$ cat src/rtl/charging_pkg.sv
`default_nettype none
// +----------------------------------------------------------------------+
// | charging_pkg                                                         |
// | Policy codes, report record widths and the saturating-count helper.  |
// | Rev 1.0                                                              |
// +----------------------------------------------------------------------+
package charging_pkg;

    localparam int RPT_W    = 48;
    localparam int TS_W     = 24;
    localparam int REPORT_W = 22;

    localparam logic [2:0] POL_PASS     = 3'd0;
    localparam logic [2:0] POL_DROP     = 3'd1;
    localparam logic [2:0] POL_MARK     = 3'd2;
    localparam logic [2:0] POL_PASS_RPT = 3'd3;
    localparam logic [2:0] POL_DROP_RPT = 3'd4;

    function automatic logic [31:0] sat_inc(input logic [31:0] v);
        return (v == 32'hFFFF_FFFF) ? v : v + 32'd1;
    endfunction

endpackage
`default_nettype wire

$ cat src/rtl/charging_rpt_fifo.sv
`default_nettype none
// +----------------------------------------------------------------------+
// | charging_rpt_fifo                                                    |
// | Synchronous report FIFO; head word read straight from flop storage.  |
// | Rev 1.0                                                              |
// +----------------------------------------------------------------------+
module charging_rpt_fifo #(
    parameter int DEPTH = 8,
    parameter int WIDTH = 48
) (
    input  logic                       asclk,
    input  logic                       areset,
    input  logic                       push,
    input  logic [WIDTH-1:0]           push_data,
    input  logic                       pop,
    output logic [WIDTH-1:0]           pop_data,
    output logic [$clog2(DEPTH):0]     count
);

    localparam int                c_AW       = $clog2(DEPTH);
    localparam logic [c_AW:0]     c_FULL     = (c_AW + 1)'(DEPTH);
    localparam logic [c_AW:0]     c_CNT_ONE  = (c_AW + 1)'(1);
    localparam logic [c_AW-1:0]   c_PTR_ONE  = c_AW'(1);

    logic [WIDTH-1:0] r_mem [DEPTH];
    logic [c_AW-1:0]  r_wr_ptr;
    logic [c_AW-1:0]  r_rd_ptr;
    logic [c_AW:0]    r_count;
    logic             w_do_push;
    logic             w_do_pop;

    // Full is judged on the pre-pop count, so a same-cycle pop never makes room.
    assign w_do_push = push && (r_count != c_FULL);
    assign w_do_pop  = pop && (r_count != '0);

    always_ff @(posedge asclk) begin
        if (areset) begin
            r_wr_ptr <= '0;
            r_rd_ptr <= '0;
            r_count  <= '0;
        end else begin
            if (w_do_push)
                r_wr_ptr <= r_wr_ptr + c_PTR_ONE;
            if (w_do_pop)
                r_rd_ptr <= r_rd_ptr + c_PTR_ONE;
            if (w_do_push && !w_do_pop)
                r_count <= r_count + c_CNT_ONE;
            else if (w_do_pop && !w_do_push)
                r_count <= r_count - c_CNT_ONE;
        end
    end

    always_ff @(posedge asclk) begin
        if (w_do_push)
            r_mem[r_wr_ptr] <= push_data;
    end

    assign pop_data = r_mem[r_rd_ptr];
    assign count    = r_count;

endmodule
`default_nettype wire

$ cat src/rtl/charging_policy_enforcer.sv
`default_nettype none
// +----------------------------------------------------------------------+
// | charging_policy_enforcer                                             |
// | Applies forward/drop/mark policy, queues timestamped reports, stats. |
// | Rev 1.0                                                              |
// +----------------------------------------------------------------------+
module charging_policy_enforcer
    import charging_pkg::*;
#(
    parameter int RPT_DEPTH = 8,
    parameter int RPT_BLOCK = 1
) (
    input  logic                 asclk,
    input  logic                 areset,
    input  logic [TS_W-1:0]      timer,
    input  logic                 in_vld,
    output logic                 in_rdy,
    input  logic [15:0]          in_pkt_len,
    input  logic [95:0]          in_pkt_id,
    input  logic [2:0]           in_cnt_policy,
    input  logic                 in_ul,
    input  logic [REPORT_W-1:0]  in_cnt_report,
    input  logic                 in_cnt_en,
    output logic                 pkt_vld,
    input  logic                 pkt_rdy,
    output logic [15:0]          pkt_len,
    output logic [95:0]          pkt_id,
    output logic                 pkt_ul,
    output logic                 pkt_mark,
    output logic                 rpt_vld,
    input  logic                 rpt_rdy,
    output logic [RPT_W-1:0]     rpt_data,
    input  logic                 cnt_clr,
    output logic [31:0]          drop_cnt,
    output logic [31:0]          rpt_lost_cnt,
    output logic [31:0]          bad_pol_cnt
);

    localparam int              c_CW   = $clog2(RPT_DEPTH) + 1;
    localparam logic [c_CW-1:0] c_FULL = c_CW'(RPT_DEPTH);

    logic [2:0]        w_eff_pol;
    logic              w_pol_legal;
    logic              w_is_drop;
    logic              w_is_rpt;
    logic              w_is_mark;
    logic              w_is_bad;
    logic              w_pkt_free;
    logic              w_rpt_ok;
    logic              w_fifo_full;
    logic              w_acc;
    logic              w_push;
    logic              w_lost;
    logic [c_CW-1:0]   w_fifo_count;
    logic [RPT_W-1:0]  w_rpt_rec;

    logic              r_pkt_vld;
    logic [15:0]       r_pkt_len;
    logic [95:0]       r_pkt_id;
    logic              r_pkt_ul;
    logic              r_pkt_mark;
    logic [31:0]       r_drop_cnt;
    logic [31:0]       r_rpt_lost_cnt;
    logic [31:0]       r_bad_pol_cnt;

    // Uncharged or illegal codes collapse to plain PASS.
    always_comb begin
        w_pol_legal = (in_cnt_policy <= POL_DROP_RPT);
        w_eff_pol   = POL_PASS;
        if (in_cnt_en && w_pol_legal)
            w_eff_pol = in_cnt_policy;
        w_is_drop = (w_eff_pol == POL_DROP) || (w_eff_pol == POL_DROP_RPT);
        w_is_rpt  = (w_eff_pol == POL_PASS_RPT) || (w_eff_pol == POL_DROP_RPT);
        w_is_mark = (w_eff_pol == POL_MARK);
        w_is_bad  = in_cnt_en && !w_pol_legal;
    end

    assign w_fifo_full = (w_fifo_count == c_FULL);
    assign w_pkt_free  = !r_pkt_vld || pkt_rdy;
    assign w_rpt_ok    = (RPT_BLOCK == 0) || !w_fifo_full;
    assign in_rdy      = w_pkt_free && w_rpt_ok;
    assign w_acc       = in_vld && in_rdy;
    assign w_push      = w_acc && w_is_rpt && !w_fifo_full;
    assign w_lost      = w_acc && w_is_rpt && w_fifo_full;
    assign w_rpt_rec   = {timer, in_ul, 1'b0, in_cnt_report};

    always_ff @(posedge asclk) begin
        if (areset) begin
            r_pkt_vld <= 1'b0;
        end else if (w_acc && !w_is_drop) begin
            r_pkt_vld <= 1'b1;
        end else if (pkt_rdy) begin
            r_pkt_vld <= 1'b0;
        end
    end

    always_ff @(posedge asclk) begin
        if (w_acc && !w_is_drop) begin
            r_pkt_len  <= in_pkt_len;
            r_pkt_id   <= in_pkt_id;
            r_pkt_ul   <= in_ul;
            r_pkt_mark <= w_is_mark;
        end
    end

    always_ff @(posedge asclk) begin
        if (areset || cnt_clr) begin
            r_drop_cnt     <= '0;
            r_rpt_lost_cnt <= '0;
            r_bad_pol_cnt  <= '0;
        end else begin
            if (w_acc && w_is_drop)
                r_drop_cnt <= sat_inc(r_drop_cnt);
            if (w_lost)
                r_rpt_lost_cnt <= sat_inc(r_rpt_lost_cnt);
            if (w_acc && w_is_bad)
                r_bad_pol_cnt <= sat_inc(r_bad_pol_cnt);
        end
    end

    charging_rpt_fifo #(
        .DEPTH (RPT_DEPTH),
        .WIDTH (RPT_W)
    ) u_rpt_fifo (
        .asclk     (asclk),
        .areset    (areset),
        .push      (w_push),
        .push_data (w_rpt_rec),
        .pop       (rpt_rdy),
        .pop_data  (rpt_data),
        .count     (w_fifo_count)
    );

    assign rpt_vld      = (w_fifo_count != '0);
    assign pkt_vld      = r_pkt_vld;
    assign pkt_len      = r_pkt_len;
    assign pkt_id       = r_pkt_id;
    assign pkt_ul       = r_pkt_ul;
    assign pkt_mark     = r_pkt_mark;
    assign drop_cnt     = r_drop_cnt;
    assign rpt_lost_cnt = r_rpt_lost_cnt;
    assign bad_pol_cnt  = r_bad_pol_cnt;

endmodule
`default_nettype wire

$ cat config.mk
export PLATFORM = sky130hd
export DESIGN_NAME = charging_policy_enforcer
export DESIGN_NICKNAME = d
export VERILOG_FILES = /design/src/rtl/charging_pkg.sv /design/src/rtl/charging_rpt_fifo.sv /design/src/rtl/charging_policy_enforcer.sv
export SDC_FILE = /design/constraint.sdc
export NUM_CORES = 1
export LEC_CHECK = 0
export ABC_AREA = 1
export ABC_CLOCK_PERIOD_IN_PS = 14600
export BUFFER_PORTS_ARGS = -buffer_cell sky130_fd_sc_hd__buf_2
export CELL_PAD_IN_SITES_DETAIL_PLACEMENT = 0
export CELL_PAD_IN_SITES_GLOBAL_PLACEMENT = 1
export CORE_ASPECT_RATIO = 1.2
export CORE_MARGIN = 2
export CORE_UTILIZATION = 44
export DETAILED_ROUTE_END_ITERATION = 8
export GPL_ROUTABILITY_DRIVEN = 0
export GPL_TIMING_DRIVEN = 0
export PLACE_DENSITY_LB_ADDON = 0.1
export SYNTH_ARGS = -nofsm -noshare
export SYNTH_HDL_FRONTEND = slang
export SYNTH_SLANG_ARGS = --single-unit
$ cat constraint.sdc
create_clock -name asclk -period 14.6 [get_ports asclk]
set_clock_uncertainty 0.1 [all_clocks]
set_input_delay 2.92 -clock asclk [delete_from_list [all_inputs] [get_ports asclk]]
set_output_delay 2.92 -clock asclk [all_outputs]
set_load 0.02 [all_outputs]
==> impl_metrics.py, run 1 <==
metrics = {
    "outcome": {
        "status": "finished clean",
    },
    "power": {
        "swShare_pct": 31.8,
        "pwr-share-clk_pct": 32.9,
        "switchingPower_mw": 1.47,
        "vdd_drop_max_mv": 0.0972,
        "seq_power_share_pct": 42.2,
        "comb_power_share_pct": 24.9,
        "powerDensity_nw_per_um2": 157,
        "power.static_leakage_nw": 10.9,
        "p_int_mw": 3.15,
    },
    "synth": {
        "syn-num-nets": 2284,
        "ys_types": 34,
        "ys_warn_count": 0,
        "ys_seq_area_share_pct": 70.7,
        "ys_ff_latch": 600,
        "syn_area_um2": 23900,
        "syn_area_per_cell_um2": 11.4,
        "syn_inst": 2107,
    },
    "global_route": {
        "overflow": 0,
        "use_met1_pct": 30.0,
        "grt_max_degree": 21,
        "grt_pass1_wl_mm": 103,
        "first_global_vias": 17300,
        "met3_usage_pct": 5.54,
        "gr-usage-all-layers_pct": 24.0,
        "antenna_found_initial": 11,
        "grt_busiest_layer": "met2",
        "use_met2_pct": 41.6,
    },
    "critical_path": {
        "crit_type": "input pin to output port",
        "slowest_stage": "buf_2",
        "cp-start-kind": "input pin",
        "path_depth": 6,
        "required_ps": 11580,
        "reg2reg_depth": 10,
        "crit_path_end_kind": "output port",
        "cp_cell_sequence": "buf_2 > inv_1 > nand2_1 > nand2_1 > inv_1 > buf_2",
        "worstPathMaxFanout": 2,
        "cp.buffers_inverters": 4,
        "arrival_ps": 3430,
        "crit_family": "buffers and inverters",
        "max_stage_delay_ps": 190,
    },
    "clock_tree": {
        "cts_setup_buffers": 0,
        "cts_tree": "done",
        "cts_resized": 0,
        "clk_pin_slew_ps": 60,
        "insertion_delay_ps": 620,
        "cts_buffers": 58,
        "htreeDepth": 2,
        "clock_sinks": 600,
        "cts_root_buffer": "clkbuf_16",
        "hold_buffers": 0,
        "ctsLongestPathBuffers": 3,
    },
    "timing": {
        "layout_min_cycle_time_ps": 6450,
        "fin_tns_setup_ps": 0,
        "worst_pin_slew_ps": 987,
        "drv_slew": 0,
        "hold_viol": 0,
        "rsz0062_at_grt": "false",
        "setup_viol": 0,
        "holdWs_ps": 323,
        "fmax_mhz": 155,
        "slew_headroom_pct": 33.9,
        "timing.final.crit_share_pct": 44.2,
    },
    "cells_and_area": {
        "drive_gt1_share_pct": 23.9,
        "regArea_um2": 16900,
        "syn2layout_area_growth_pct": 23.3,
        "final_cells": 3405,
        "multi_input_comb_area_um2": 6190,
        "fin_util_pct": 54.9,
        "fin_nets": 2817,
        "final_cell_area_um2": 29500,
        "fillers": 4748,
    },
    "place": {
        "place_hpwl_mm": 48.7,
        "numPortBuffers": 428,
        "placed_area_um2": 27600,
        "place_inst": 3292,
    },
    "detailed_routing": {
        "viasPerCell": 5.12,
        "wl_per_cell_um": 20.0,
        "drtPass1Iterations": 5,
        "remaining_drc_errors": 0,
        "drtAntennaViolNets": 0,
        "drtIter0Drc": 1268,
        "routed_wl_mm": 68.0,
        "routed-via-count": 17400,
    },
    "floorplan": {
        "die_w_um": 217,
        "ioPinCount": 430,
        "rows": 93,
        "fp.dieH_um": 259,
        "coreArea_um2": 53800,
        "initial_core_util_pct": 44.5,
        "fp.dieArea_um2": 56300,
    },
    "hold_path": {
        "hold_path_depth": 2,
        "hold_class": "register to register",
    },
    "job": {
        "drv_cap": 0,
    },
}
[cells in the final DEF, fill, tap and decap left out, types with 9 or more instances in the layout]
master and instances:
nor2_1 462, edfxtp_1 490, clkbuf_1 76, buf_2 445, dfxtp_1 110, nor2_4 10
clkbuf_16 60, nand2_1 443, inv_1 106, nand3_1 49, clkinv_1 12, a21oi_2 19
xor2_1 18, buf_6 39, nand2_2 14, nand4_1 9, o21ai_0 111, xnor2_1 11
o32ai_1 94, a21oi_1 39
[registers in the layout, summed over array words and instances, names as in the netlist, named ones only]
signal and count:
drop_cnt 32, pkt_len 16, pkt_mark 1, pkt_ul 1
rpt_lost_cnt 32, pkt_vld 1, u_rpt_fifo.r_rd_ptr 3, u_rpt_fifo.r_wr_ptr 3
u_rpt_fifo.count 4, bad_pol_cnt 32, u_rpt_fifo.r_mem 376, pkt_id 96
[path summary, 6_finish.rpt]
path / startpoint / end / slack [ps]
worst max register to register: u_rpt_fifo.count[0] / u_rpt_fifo.r_mem[6][37] / 11550
worst min-delay path: rpt_lost_cnt[3] / rpt_lost_cnt[3] / 320
worst min register to register: rpt_lost_cnt[3] / rpt_lost_cnt[3] / 320
worst max-delay path: pkt_rdy / in_rdy / 8150
[metal layers]
metal	share of wire, %	vias to the layer above	wire length (um)
li1	-	8319	-
met2	50	610	33800
met4	2.5	8	1710
met5	0.081	-	55
met3	7.4	110	5030
met1	40	8378	27400
[Yosys cell counts, drive strengths merged]
cell type | count | area, um2
edfxtp | 490 | 14700
nor2 | 473 | 1850
nand2 | 462 | 1820
o21ai | 111 | 556
dfxtp | 110 | 2200
inv | 109 | 412
o32ai | 94 | 823
a21oi | 58 | 362
clkbuf | 57 | 214
nand3 | 50 | 255
buf | 35 | 244
xor2 | 18 | 158
xnor2 | 11 | 96.3
nand4 | 9 | 56.3
nor3 | 9 | 45.0
ha | 7 | 87.6
and3 | 1 | 6.26
conb | 1 | 3.75
fa | 1 | 20.0
or2 | 1 | 6.26
[power groups by stage]
stage	Sequential (mW)	Clock [mW]	Combinational, mW
finish	1.95	1.52	1.15
global placement	2.00	0	1.13
CTS	1.95	1.55	1.16
global route	1.95	1.61	1.25
floorplan	2.06	0	0.625
detailed placement	1.98	0	1.16
[stage by stage]
stage          setup WS (ps)  total power [mW]
5_1_grt                 8090              4.81
6_report                8150              4.62
4_1_cts                 8140              4.66
3_3_place_gp            35.3              3.13
2_1_floorplan           2770              2.68
3_5_place_dp            8140              3.14
[cell families (layout without fill, tap and decap cells)]
family | Yosys count | count (layout) | share of synthesized area (%)
flops | 600 | 600 | 70.7
fa+ha+maj | 8 | 8 | 0.450
xor+xnor | 29 | 29 | 1.06
other cells | 1 | 5 | 0.0157
simple gates | 1005 | 1005 | 16.9
compound gates | 263 | 263 | 7.27
buf+inv | 201 | 783 | 3.63
[worst min-delay path: stages, from the launching register on]
cell	delay [ps]
dfxtp_1	300
inv_1	40
nor2_1	30
[final cells by class]
| type | instances | share of cell area (%) |
|---|---|---|
| clock buffers | 80 | 5.38 |
| flip-flops and latches | 600 | 57.4 |
| clock inverters | 29 | 1.12 |
| plain buffers | 92 | 1.55 |
| well taps | 712 | 3.02 |
| inverters | 109 | 1.40 |
| diodes | 4 | 0.0339 |
| repair buffers | 473 | 9.15 |
| multi-input cells | 1306 | 21.0 |
Note: power is estimated with default switching activity, not from simulation.
==> inputs of run 2 (changes only) <==
--- a/config.mk
+++ b/config.mk
@@ -6,13 +6,13 @@
 export NUM_CORES = 1
 export LEC_CHECK = 0
 export ABC_AREA = 1
-export ABC_CLOCK_PERIOD_IN_PS = 14600
+export ABC_CLOCK_PERIOD_IN_PS = 5300
 export BUFFER_PORTS_ARGS = -buffer_cell sky130_fd_sc_hd__buf_2
 export CELL_PAD_IN_SITES_DETAIL_PLACEMENT = 0
 export CELL_PAD_IN_SITES_GLOBAL_PLACEMENT = 1
 export CORE_ASPECT_RATIO = 1.2
 export CORE_MARGIN = 2
-export CORE_UTILIZATION = 44
+export CORE_UTILIZATION = 40
 export DETAILED_ROUTE_END_ITERATION = 8
 export GPL_ROUTABILITY_DRIVEN = 0
 export GPL_TIMING_DRIVEN = 0
==> constraint.sdc (replaced) <==
create_clock -name asclk -period 5.3 [get_ports asclk]
set_clock_uncertainty 0.1 [all_clocks]
set_input_delay 1.06 -clock asclk [delete_from_list [all_inputs] [get_ports asclk]]
set_output_delay 1.06 -clock asclk [all_outputs]
set_load 0.02 [all_outputs]
==> impl_metrics.py, run 2 (same netlist as run 1, synthesis figures left out) <==
metrics = {
    "power": {
        "power.static_leakage_nw": 11.0,
        "vdd_drop_max_mv": 0.384,
        "powerDensity_nw_per_um2": 430,
        "finalPower_mw": 12.8,
    },
    "job": {
        "drv_cap": 0,
    },
    "timing": {
        "layout_min_cycle_time_ps": 4160,
        "setup_viol": 0,
        "fin_tns_setup_ps": 0,
        "fmax_mhz": 240,
        "slew_headroom_pct": 37.7,
        "hold_viol": 0,
        "timing.final.crit_share_pct": 78.5,
        "rsz0062_at_grt": "false",
        "drv_slew": 0,
        "worst_pin_slew_ps": 933,
    },
    "detailed_routing": {
        "wl_per_cell_um": 19.4,
        "drtIter0Drc": 1105,
        "remaining_drc_errors": 0,
        "drtAntennaViolNets": 0,
        "routed-via-count": 17300,
        "routed_wl_mm": 67.6,
        "viasPerCell": 4.95,
        "drtPass1Iterations": 5,
    },
    "floorplan": {
        "fp.dieArea_um2": 61800,
        "fp.dieH_um": 272,
        "coreArea_um2": 59300,
        "initial_core_util_pct": 40.3,
        "die_w_um": 227,
        "ioPinCount": 430,
        "rows": 98,
    },
    "global_route": {
        "overflow": 0,
        "gr-usage-all-layers_pct": 21.6,
        "antenna_found_initial": 7,
        "first_global_vias": 17200,
        "grt_pass1_wl_mm": 101,
        "grt_max_degree": 26,
    },
    "critical_path": {
        "arrival_ps": 3000,
        "crit_type": "register to output port",
        "worstPathMaxFanout": 10,
        "max_stage_delay_ps": 570,
        "cp-start-kind": "register",
        "cp_cell_sequence": "buf_2 > clkbuf_1 > clkbuf_1 > o21ai_0 > o32ai_1 > nand2_1 > nand2_1 > buf_2",
        "slowest_stage": "clkbuf_1",
        "crit_family": "buffers and inverters",
        "crit_path_end_kind": "output port",
        "cp.buffers_inverters": 4,
        "required_ps": 4140,
    },
    "clock_tree": {
        "hold_buffers": 0,
        "cts_tree": "done",
        "htreeDepth": 2,
        "cts_buffers": 61,
        "ctsLongestPathBuffers": 3,
        "clock_sinks": 600,
        "cts_resized": 0,
        "insertion_delay_ps": 620,
        "cts_setup_buffers": 0,
        "clk_pin_slew_ps": 60,
        "cts_root_buffer": "clkbuf_16",
    },
    "place": {
        "place_hpwl_mm": 48.8,
        "numPortBuffers": 428,
        "placed_area_um2": 27700,
    },
    "cells_and_area": {
        "fin_nets": 2809,
        "drive_gt1_share_pct": 24.0,
        "multi_input_comb_area_um2": 6220,
        "mostFrequentLayoutCells": "edfxtp_1 (490), nor2_1 (462), buf_2 (445), nand2_1 (443), o21ai_0 (111)",
        "mostFrequentLayoutCell": "edfxtp_1",
        "regMostFlops": "u_rpt_fifo.r_mem",
        "largest_reg_flops": 376,
        "fillers": 5428,
        "final_cell_area_um2": 29800,
        "regArea_um2": 16900,
        "syn2layout_area_growth_pct": 24.4,
    },
    "hold_path": {
        "hold_class": "register to register",
    },
    "outcome": {
        "status": "finished clean",
    },
}
run 2: worst paths after layout:
kind / from / to / slack (ps) / depth (start not counted)
hold / removal: rpt_lost_cnt[26] / rpt_lost_cnt[26] / 320 / 2
setup reg to reg: u_rpt_fifo.count[0] / u_rpt_fifo.r_mem[4][26] / 2230 / 11
hold reg to reg: rpt_lost_cnt[26] / rpt_lost_cnt[26] / 320 / 2
setup / recovery: register / rpt_data[1] / 1140 / 8
run 2: power breakdown:
group | internal [mW] | total (mW) | switching (mW)
clock network | 2.52 | 4.33 | 1.81
registers | 5.30 | 5.36 | 0.0551
logic | 0.943 | 3.11 | 2.17
total | 8.76 | 12.8 | 4.03
run 2: worst min-delay path: cells and delay by family (launching register included):
family / cells / cell delay (ps)
and+or+nand+nor: 1 / 30
buffers and inverters: 1 / 40
DFF: 1 / 300
run 2: layer usage:
| metal | GRT usage [%] | vias to the layer above | part of all wire (%) |
|---|---|---|---|
| met2 | 38.9 | 504 | 52 |
| met5 | 0 | - | 0.062 |
| met4 | 5.54 | 8 | 2.2 |
| met3 | 5.47 | 98 | 6.9 |
| met1 | 25.5 | 8316 | 39 |
| li1 | - | 8335 | - |
run 2: through the flow:
stage                     std cells  hold WS [ps]  utilization (%)  setup slack (ps)
after detailed placement       3369           315             46.7              1200
after global routing           3485           341             50.1               920
after CTS                      3482           324             50.1              1070
final                          3485           320             50.1              1140
after global placement         3335           313             45.7             -4370
after floorplan                2107           348                -              -531
run 2: final cells by class:
type	instances	share of cell area, %
clock buffer	84	5.66
clock inverter	29	1.13
buffer	92	1.54
antenna	3	0.0252
tap	800	3.36
inverter	109	1.38
sequential	600	56.8
multi-input combinational	1306	20.9
timing repair buffer	462	9.15
==> inputs of run 3 (changes only) <==
--- a/config.mk
+++ b/config.mk
@@ -6,7 +6,7 @@
 export NUM_CORES = 1
 export LEC_CHECK = 0
 export ABC_AREA = 1
-export ABC_CLOCK_PERIOD_IN_PS = 5300
+export ABC_CLOCK_PERIOD_IN_PS = 3300
 export BUFFER_PORTS_ARGS = -buffer_cell sky130_fd_sc_hd__buf_2
 export CELL_PAD_IN_SITES_DETAIL_PLACEMENT = 0
 export CELL_PAD_IN_SITES_GLOBAL_PLACEMENT = 1
==> constraint.sdc (replaced) <==
create_clock -name asclk -period 3.3 [get_ports asclk]
set_clock_uncertainty 0.1 [all_clocks]
set_input_delay 0.66 -clock asclk [delete_from_list [all_inputs] [get_ports asclk]]
set_output_delay 0.66 -clock asclk [all_outputs]
set_load 0.02 [all_outputs]
==> impl_metrics.py, run 3 (same netlist as run 1, synthesis figures left out) <==
metrics = {
    "floorplan": {
        "die_w_um": 227,
        "coreArea_um2": 59300,
        "fp.dieArea_um2": 61800,
        "ioPinCount": 430,
        "rows": 98,
        "fp.dieH_um": 272,
        "initial_core_util_pct": 40.3,
    },
    "clock_tree": {
        "clk_pin_slew_ps": 70,
        "ctsLongestPathBuffers": 3,
        "insertion_delay_ps": 620,
        "clock_sinks": 600,
        "cts_root_buffer": "clkbuf_16",
        "cts_tree": "done",
        "htreeDepth": 2,
        "hold_buffers": 0,
        "cts_buffers": 60,
    },
    "power": {
        "comb_power_share_pct": 26.0,
        "power.static_leakage_nw": 11.1,
        "seq_power_share_pct": 42.0,
        "swShare_pct": 32.1,
        "p_int_mw": 13.9,
        "pwr-share-clk_pct": 32.0,
        "powerDensity_nw_per_um2": 684,
        "vdd_drop_max_mv": 0.513,
        "finalPower_mw": 20.5,
        "switchingPower_mw": 6.57,
    },
    "global_route": {
        "antenna_found_initial": 5,
        "overflow": 0,
        "grt_max_degree": 26,
        "first_global_vias": 17100,
        "grt_pass1_wl_mm": 101,
        "gr-usage-all-layers_pct": 21.6,
    },
    "cells_and_area": {
        "final_cells": 3470,
        "fillers": 5450,
        "drive_gt1_share_pct": 25.3,
        "mostFrequentLayoutCells": "edfxtp_1 (490), nor2_1 (461), nand2_1 (442), buf_2 (432), o21ai_0 (111)",
        "multi_input_comb_area_um2": 6300,
        "syn2layout_area_growth_pct": 25.2,
        "fin_util_pct": 50.5,
        "largest_reg_flops": 376,
        "regMostFlops": "u_rpt_fifo.r_mem",
        "regArea_um2": 16900,
        "fin_nets": 2801,
        "mostFrequentLayoutCell": "edfxtp_1",
    },
    "timing": {
        "slew_headroom_pct": 38.1,
        "setup_viol": 0,
        "rsz0062_at_grt": "true",
        "worst_pin_slew_ps": 926,
        "fin_tns_setup_ps": 0,
        "drv_slew": 0,
        "layout_min_cycle_time_ps": 3180,
        "hold_viol": 0,
        "timing.final.crit_share_pct": 96.5,
        "fmax_mhz": 314,
    },
    "critical_path": {
        "arrival_ps": 2420,
        "critPathMostFrequentCell": "nand2_1",
        "reg2reg_depth": 9,
        "crit_type": "register to output port",
        "cp.buffers_inverters": 4,
        "r2r_start": "u_rpt_fifo.count[0]",
        "crit_family": "buffers and inverters",
        "required_ps": 2540,
        "cp_cell_sequence": "clkbuf_4 > buf_4 > clkbuf_2 > o32ai_1 > nand2_1 > nand2_1 > buf_2",
        "cp-start-kind": "register",
        "ff2ff_setup_slack_ps": 410,
        "crit_path_end_kind": "output port",
        "max_stage_delay_ps": 370,
        "worstPathMaxFanout": 10,
        "reg2reg_to": "u_rpt_fifo.r_mem[0][21]",
        "slowest_stage": "o32ai_1",
    },
    "place": {
        "place_inst": 3362,
        "numPortBuffers": 428,
        "place_hpwl_mm": 48.8,
    },
    "detailed_routing": {
        "drtAntennaViolNets": 0,
        "wl_per_cell_um": 19.6,
        "routed-via-count": 17200,
        "drtPass1Iterations": 5,
        "remaining_drc_errors": 0,
        "viasPerCell": 4.96,
        "routed_wl_mm": 67.9,
        "drtIter0Drc": 952,
    },
    "hold_path": {
        "hold_path_depth": 1,
        "hold_start": "in_pkt_id[44]",
        "hold_class": "input pin to register",
        "hold_end": "pkt_id[44]",
    },
    "job": {
        "drv_cap": 0,
    },
    "outcome": {
        "status": "finished clean",
    },
}
run 3: changes by cell type in the layout (fill, tap and decap cells not counted), sizes merged:
cell / delta
bufinv: -4
inv: +1
diode: -2
buf: -3
clkbuf: -12
clkinvlp: +5
run 3: through the flow:
| step | instance area, um2 | hold slack (ps) | worst slack (ps) |
|---|---|---|---|
| 2_1_floorplan | 24000 | 348 | -885 |
| 5_1_grt | 30000 | 71.6 | -23.5 |
| 3_5_place_dp | 27800 | 314 | -94.0 |
| 3_3_place_gp | 27200 | 313 | -2270 |
| 6_report | 30000 | 105 | 115 |
| 4_1_cts | 29900 | 62.5 | 0.711 |
run 3: final cells by class:
| type | instances | share of cell area [%] |
|---|---|---|
| sequential | 600 | 56.5 |
| multi-input combinational | 1306 | 21.0 |
| timing repair buffer | 455 | 9.22 |
| clock buffer | 76 | 5.43 |
| tap | 800 | 3.34 |
| buffer | 92 | 2.19 |
| inverter | 109 | 1.42 |
| clock inverter | 31 | 0.869 |
| antenna | 1 | 0.00835 |
run 3: worst reg2reg max path: cells and delay by family, from the launching register on:
family / cells / cell delay (ps)
buffers and inverters: 3 / 540
DFF: 1 / 410
and+or+nand+nor: 6 / 1530
run 3: metal layers:
metal | GRT usage [%] | vias to the layer above | wire [um] | part of all wire (%)
met4 | 6.90 | 8 | 1870 | 2.7
met3 | 5.57 | 126 | 4340 | 6.4
met1 | 26.4 | 8323 | 27600 | 41
met5 | 0 | - | 34 | 0.050
met2 | 37.3 | 450 | 34100 | 50
li1 | - | 8295 | - | -
run 3: timing repair:
item,in CTS,in global routing
buffers inserted,0,0
hold endpoints to repair,0,0
gates resized for setup,70,35
setup endpoints to repair,47,32
run 3: worst max-delay path by stage:
stage	cells past startpoint	start	to	slack, ps
6_report	7	register	rpt_data[16]	120
5_1_grt	7	register	rpt_data[12]	-20
4_1_cts	8	register	rpt_data[32]	0.7
3_5_place_dp	11	in_cnt_policy[1]	u_rpt_fifo.r_mem[0][31]	-90
3_3_place_gp	5	pkt_rdy	pkt_id[82]	-2270
2_1_floorplan	4	pkt_rdy	pkt_id[0]	-880
run 3: power by group through the flow:
stage / combinational [mW] / clock (mW) / sequential (mW)
after floorplan: 2.78 / 0 / 9.07
after global placement: 4.99 / 0 / 8.79
after detailed placement: 5.13 / 0 / 8.77
after CTS: 5.31 / 6.71 / 8.61
after global routing: 5.78 / 6.96 / 8.64
final: 5.32 / 6.55 / 8.61
